`src/rtl/dev_bus_pkg.sv`:
```
// Shared types and constants for the CPU-to-device bus controller.
package dev_bus_pkg;

    localparam int DATA_W = 32;
    localparam int ADDR_W = 32;
    localparam logic [DATA_W-1:0] ERR_PATTERN = 32'hFFFF_FFFF;

    typedef enum logic [1:0] {
        ST_IDLE   = 2'd0,
        ST_ACCESS = 2'd1,
        ST_DONE   = 2'd2,
        ST_ERR    = 2'd3
    } state_t;

    // Channel index width; never zero so a single-channel build still has a select bit.
    function automatic int idx_width(input int n);
        return (n > 1) ? $clog2(n) : 1;
    endfunction

endpackage

```
`src/rtl/dev_addr_decode.sv`:
```
// Combinational address decoder: the lowest-numbered matching window wins.
module dev_addr_decode
    import dev_bus_pkg::*;
#(
    parameter int                         NUM_CH  = 6,
    parameter int                         IDX_W   = idx_width(NUM_CH),
    parameter logic [NUM_CH*ADDR_W-1:0]   CH_BASE = '0,
    parameter logic [NUM_CH*ADDR_W-1:0]   CH_MASK = '0
) (
    input  logic [ADDR_W-1:0] addr,
    output logic              hit,
    output logic [IDX_W-1:0]  sel
);

    logic [NUM_CH-1:0] match;

    generate
        for (genvar gi = 0; gi < NUM_CH; gi++) begin : g_match
            assign match[gi] = ((addr & CH_MASK[gi*ADDR_W +: ADDR_W]) == CH_BASE[gi*ADDR_W +: ADDR_W]);
        end
    endgenerate

    // Scan from the top down so the lowest matching index is the last one written.
    always_comb begin
        hit = |match;
        sel = '0;
        for (int i = NUM_CH - 1; i >= 0; i--) begin
            if (match[i]) begin
                sel = IDX_W'(i);
            end
        end
    end

endmodule

```
`src/rtl/dev_bus_ctrl.sv`:
```
// CPU-side bus controller: decodes a request to one device channel, waits for it
// to complete or time out, and reports read data or a bus error.
module dev_bus_ctrl
    import dev_bus_pkg::*;
#(
    parameter int                      NUM_CH  = 6,
    parameter logic [NUM_CH*32-1:0]    CH_BASE = '0,
    parameter logic [NUM_CH*32-1:0]    CH_MASK = '0,
    parameter int                      TIMEOUT = 255
) (
    input  logic                     clk,
    input  logic                     rst,
    input  logic                     devEnable_i,
    input  logic                     devWrite_i,
    input  logic [ADDR_W-1:0]        devPhysicalAddr_i,
    input  logic [DATA_W-1:0]        devDataSave_i,
    input  logic [3:0]               devByteSelect_i,
    output logic                     devBusy_o,
    output logic [DATA_W-1:0]        devDataLoad_o,
    output logic                     devError_o,
    output logic [NUM_CH-1:0]        chEnable_o,
    output logic                     chWrite_o,
    output logic [ADDR_W-1:0]        chAddr_o,
    output logic [DATA_W-1:0]        chDataSave_o,
    output logic [3:0]               chByteSelect_o,
    input  logic [NUM_CH*DATA_W-1:0] chDataLoad_i,
    input  logic [NUM_CH-1:0]        chBusy_i
);

    localparam int               IDX_W    = idx_width(NUM_CH);
    localparam int               CNT_W    = 16;
    localparam logic [CNT_W-1:0] CNT_LAST = CNT_W'(TIMEOUT - 1);

    state_t             state_reg, state_next;
    logic [IDX_W-1:0]   sel_reg;
    logic [CNT_W-1:0]   cnt_reg;
    logic               write_reg;
    logic [ADDR_W-1:0]  addr_reg;
    logic [DATA_W-1:0]  data_reg;
    logic [3:0]         be_reg;
    logic [DATA_W-1:0]  load_reg;

    logic               dec_hit;
    logic [IDX_W-1:0]   dec_sel;
    logic               sel_busy;
    logic [DATA_W-1:0]  sel_load;
    logic [NUM_CH-1:0]  sel_onehot;

    dev_addr_decode #(
        .NUM_CH  (NUM_CH),
        .IDX_W   (IDX_W),
        .CH_BASE (CH_BASE),
        .CH_MASK (CH_MASK)
    ) u_decode (
        .addr (devPhysicalAddr_i),
        .hit  (dec_hit),
        .sel  (dec_sel)
    );

    assign sel_busy = chBusy_i[sel_reg];
    assign sel_load = chDataLoad_i[sel_reg*DATA_W +: DATA_W];

    generate
        for (genvar gi = 0; gi < NUM_CH; gi++) begin : g_onehot
            assign sel_onehot[gi] = (sel_reg == IDX_W'(gi));
        end
    endgenerate

    always_ff @(posedge clk) begin
        if (rst) begin
            state_reg <= ST_IDLE;
        end else begin
            state_reg <= state_next;
        end
    end

    // Busy release is tested before the timeout so completion wins a tie.
    always_comb begin
        state_next = state_reg;
        case (state_reg)
            ST_IDLE: begin
                if (devEnable_i) begin
                    state_next = dec_hit ? ST_ACCESS : ST_ERR;
                end
            end
            ST_ACCESS: begin
                if (!sel_busy) begin
                    state_next = ST_DONE;
                end else if (cnt_reg == CNT_LAST) begin
                    state_next = ST_ERR;
                end
            end
            default: state_next = ST_IDLE;
        endcase
    end

    always_comb begin
        devBusy_o  = 1'b0;
        devError_o = 1'b0;
        chEnable_o = '0;
        case (state_reg)
            ST_IDLE:   devBusy_o = devEnable_i;
            ST_ACCESS: begin
                devBusy_o  = 1'b1;
                chEnable_o = sel_onehot;
            end
            ST_ERR:    devError_o = 1'b1;
            default:   ;
        endcase
    end

    always_ff @(posedge clk) begin
        if (rst) begin
            sel_reg   <= '0;
            cnt_reg   <= '0;
            write_reg <= 1'b0;
            addr_reg  <= '0;
            data_reg  <= '0;
            be_reg    <= '0;
            load_reg  <= '0;
        end else begin
            if (state_reg == ST_IDLE && devEnable_i) begin
                sel_reg   <= dec_sel;
                write_reg <= devWrite_i;
                addr_reg  <= devPhysicalAddr_i;
                data_reg  <= devDataSave_i;
                be_reg    <= devByteSelect_i;
            end
            cnt_reg <= (state_reg == ST_ACCESS) ? cnt_reg + 1'b1 : '0;
            if (state_next == ST_ERR) begin
                load_reg <= ERR_PATTERN;
            end else if (state_reg == ST_ACCESS && state_next == ST_DONE && !write_reg) begin
                load_reg <= sel_load;
            end
        end
    end

    assign devDataLoad_o  = load_reg;
    assign chWrite_o      = write_reg;
    assign chAddr_o       = addr_reg;
    assign chDataSave_o   = data_reg;
    assign chByteSelect_o = be_reg;

endmodule

```
`config.mk`:
```
export PLATFORM = sky130hd
export DESIGN_NAME = dev_bus_ctrl
export DESIGN_NICKNAME = d
export VERILOG_FILES = /design/src/rtl/dev_bus_pkg.sv /design/src/rtl/dev_addr_decode.sv /design/src/rtl/dev_bus_ctrl.sv
export SDC_FILE = /design/constraint.sdc
export NUM_CORES = 1
export LEC_CHECK = 0
export ABC_CLOCK_PERIOD_IN_PS = 1400
export CORE_AREA = 2 2 146 148
export CTS_BUF_LIST = sky130_fd_sc_hd__clkbuf_4
export DETAILED_ROUTE_END_ITERATION = 8
export DIE_AREA = 0 0 148 150
export GPL_TIMING_DRIVEN = 1
export PLACE_DENSITY = 0.65
export SYNTH_ARGS = -nofsm -noshare
export SYNTH_HDL_FRONTEND = slang
export SYNTH_SLANG_ARGS = --single-unit
```
`constraint.sdc`:
```
create_clock -name clk -period 1.4 [get_ports clk]
set_input_delay 0.14 -clock clk [delete_from_list [all_inputs] [get_ports clk]]
set_output_delay 0.14 -clock clk [all_outputs]
set_load 0.01 [all_outputs]
```
==> flow_summary_export.csv <==
group,metric,value,unit
setup_path,slowest_delay,0.33,ns
run,cap_viol_max_count,0,
timing,fin_skew,0.0211,ns
timing,period_minus_slack,1.45,ns
place,post_dp_cell_area,0.00712,mm²
power,p_sw_frac,0.268,
synth,ys_ff_latch,119,
status,violations,"negative setup slack",
setup_path,path_delay_family,"compound AO/OA/AOI/OAI gates",
setup_path,startpoint_type,"flop",
setup_path,worst-path-buf-inv,2,
power,combPwrFrac,0.169,
drt,wl,14.1,mm
power,netSwitchingPower,2.01,mW
global_route,grt_max_degree,73,
timing,drv_slew,0,
clocking,cts_tree,"built",
cells_and_area,antenna_cells,0,
synth,ys_warn_count,0,
drt,routedWlPerCell,13.3,µm
cells_and_area,drive_gt1_frac,0.182,
synth,netlist_top_cells_area,"dfxtp_1 (52%), nand2_1 (12%), a21oi_1 (8.1%)",
setup_path,cp.arrival,1.89,ns
clocking,cts.path.max_buffers,2,
synth,synth_area,0.00455,mm²
place,io_buffers,208,
die,rows,53,
timing,finalHoldViolCount,0,
synth,netlist.area_leader.share,0.524,
cells_and_area,syn_to_final_growth,64.2,%
timing,worst_slack,-0.0489,ns
timing,grt_setup_unrepaired,"yes",
drt,wl_met1,6.37,mm
cells_and_area,final_nets,1046,
synth,synthFlopType,"dfxtp_1",
power,intPower,5.49,mW
setup_path,cp-end-kind,"flop",
die,die_h,150,µm
die,core_area,0.0207,mm²
cells_and_area,multi_input_area,0.00203,mm²
setup_path,required,1.84,ns
cells_and_area,final_common_cell,"nand2_1",
synth,yosys.area.top_type,"dfxtp_1",
die,ios,379,
drt,via_per_inst,4.16,
place,gp_congestion,0.745,
power,power.leakage,3.12,nW
drt,topRoutingLayerUsed,"met4",
setup_path,cp_slowest_cell,"dfxtp_2",
cells_and_area,final_cell_mix,"nand2_1 (144), dfxtp_1 (107), clkdlybuf4s50_1 (103), dlygate4sd2_1 (72), a21oi_1 (71)",
setup_path,crit_chain,"inv_2 > ha_4 > and4b_1 > a41o_2 > nand3_4 > buf_6 > a21oi_2",
synth,synthCells,542,
die,die_width,148,µm
synth,ys_types,36,
drt,drtAntennaViolNets,0,
synth,synth.avg_cell_area,8.39,µm²
setup_path,crit_type,"flop to flop",
timing,max_freq,690,MHz
min_path,hp-class,"primary input to flop",
drt,dr_wl_met3,1.23,mm
drt,drt_iter0_markers,115,
power,peakVddDrop,528,µV
synth,ys_seq_area_frac,0.524,
cells_and_area,fillerInstances,2173,
power,p_per_area,1000,mW/mm²
die,initial_utilization,0.220,
synth,async_flop_share,0,
place,place_ws,-0.286,ns
die,die_area,0.0222,mm²
clocking,htree_levels,4,
global_route,grt_pass1_wl,21.6,mm
clocking,numCtsBuffers,17,
drt,drcViolationCount,0,
power,finalPower,7.50,mW
clocking,clk_latency,0.51,ns
place,hpwl,9.79,mm
cells_and_area,fin_util,0.361,
clocking,clk_pin_slew,0.11,ns
drt,vias,4417,
global_route,grt_pass1_vias,4257,
timing,period_share,1.03,
setup_path,path_max_fanout,7,
status,status,"finished, violations left",
global_route,antenna_found_initial,0,
global_route,grt_usage,0.123,
power,clockPowerShare,0.343,
clocking,postCtsHoldBufs,0,
cells_and_area,seqCellArea,0.00240,mm²
clocking,cts_root_buffer,"clkbuf_4",
power,pwr-share-seq,0.488,
global_route,overflow,0,
synth,synth_edf_count,0,
drt,dr_wl_met2,6.33,mm
drt,drt_pass1_iterations,4,
timing,setup_violations,26,
cells_and_area,finalInstanceArea,0.00747,mm²
clocking,cts_sinks,119,
## repair_timing
action,4_1_cts,5_1_grt
pin swaps,3,11
gates resized for setup,138,59
gates cloned,2,1
setup endpoints to repair,204,131
endpoints found under the hold margin,0,0
setup buffers,6,1
## final timing paths
kind | start | to | slack, ns | cells after the start
worst max-delay path | cnt_reg[0] | devDataLoad_o[24] | -0.05 | 7
worst min register to register | chByteSelect_o[3] | chByteSelect_o[3] | 0.45 | 2
worst max register to register | cnt_reg[0] | devDataLoad_o[24] | -0.05 | 7
worst min-delay path | rst | cnt_reg[9] | 0.14 | 4
## logic make-up (layout without fill, tap and decap cells)
family | Yosys count | after routing | share of synthesized area
and+or+nand+nor | 254 | 254 | 0.249
AOI/OAI and AO/OA | 112 | 112 | 0.151
xor gates and xnor gates | 9 | 9 | 0.0173
adders and majority gates | 2 | 2 | 0.00550
DFF | 119 | 119 | 0.524
other | 1 | 5 | 0.000825
buffers and inverters | 44 | 285 | 0.0498
muxes | 1 | 1 | 0.00220
## through the flow
stage | std cells | hold slack, ns | TNS (ns)
after global placement | 1025 | 0.440 | -19.01
after detailed placement | 1025 | 0.446 | -17.64
after CTS | 1065 | 0.0432 | -4.48
final | 1062 | 0.135 | -0.475
after global routing | 1062 | 0.0836 | -7.06
after floorplan | 546 | 0.276 | -0.245
## power by group through the flow
stage / Combinational [mW] / Sequential (mW) / Clock, mW
2_1_floorplan: 0.425 / 3.83 / 0
3_3_place_gp: 1.34 / 3.74 / 0
3_5_place_dp: 1.34 / 3.75 / 0
4_1_cts: 1.26 / 3.67 / 2.72
5_1_grt: 1.39 / 3.69 / 2.90
6_report: 1.27 / 3.66 / 2.57
## cell usage after synthesis, drive strengths merged, types with 3 or more instances
cell / instances
a21oi: 104
nand2b: 34
inv: 3
nor2: 47
xor2: 8
nand4: 3
and2: 5
nand3: 7
clkbuf: 16
or3: 4
dfxtp: 119
o21ai: 4
nand2: 145
buf: 25
## routing by layer
layer  up-vias  GRT usage
met1      2015      0.152
met5         -          0
met3        12     0.0491
met4         0     0.0410
li1       2217          -
met2       173      0.197
## worst register-to-register path: stages (launching register included)
cell and delay (ns):
dfxtp_2 0.33, inv_2 0.06, ha_4 0.12, and4b_1 0.19
a41o_2 0.23, nand3_4 0.15, buf_6 0.20, a21oi_2 0.13
## cell type report
class                      count  share of cell area
tap                          275              0.0461
sequential                   119               0.322
multi-input combinational    383               0.271
clock inverter                14              0.0213
inverter                       3             0.00151
clock buffer                  18              0.0181
timing repair buffer         250               0.320
Power figures use the tool's default switching activity.
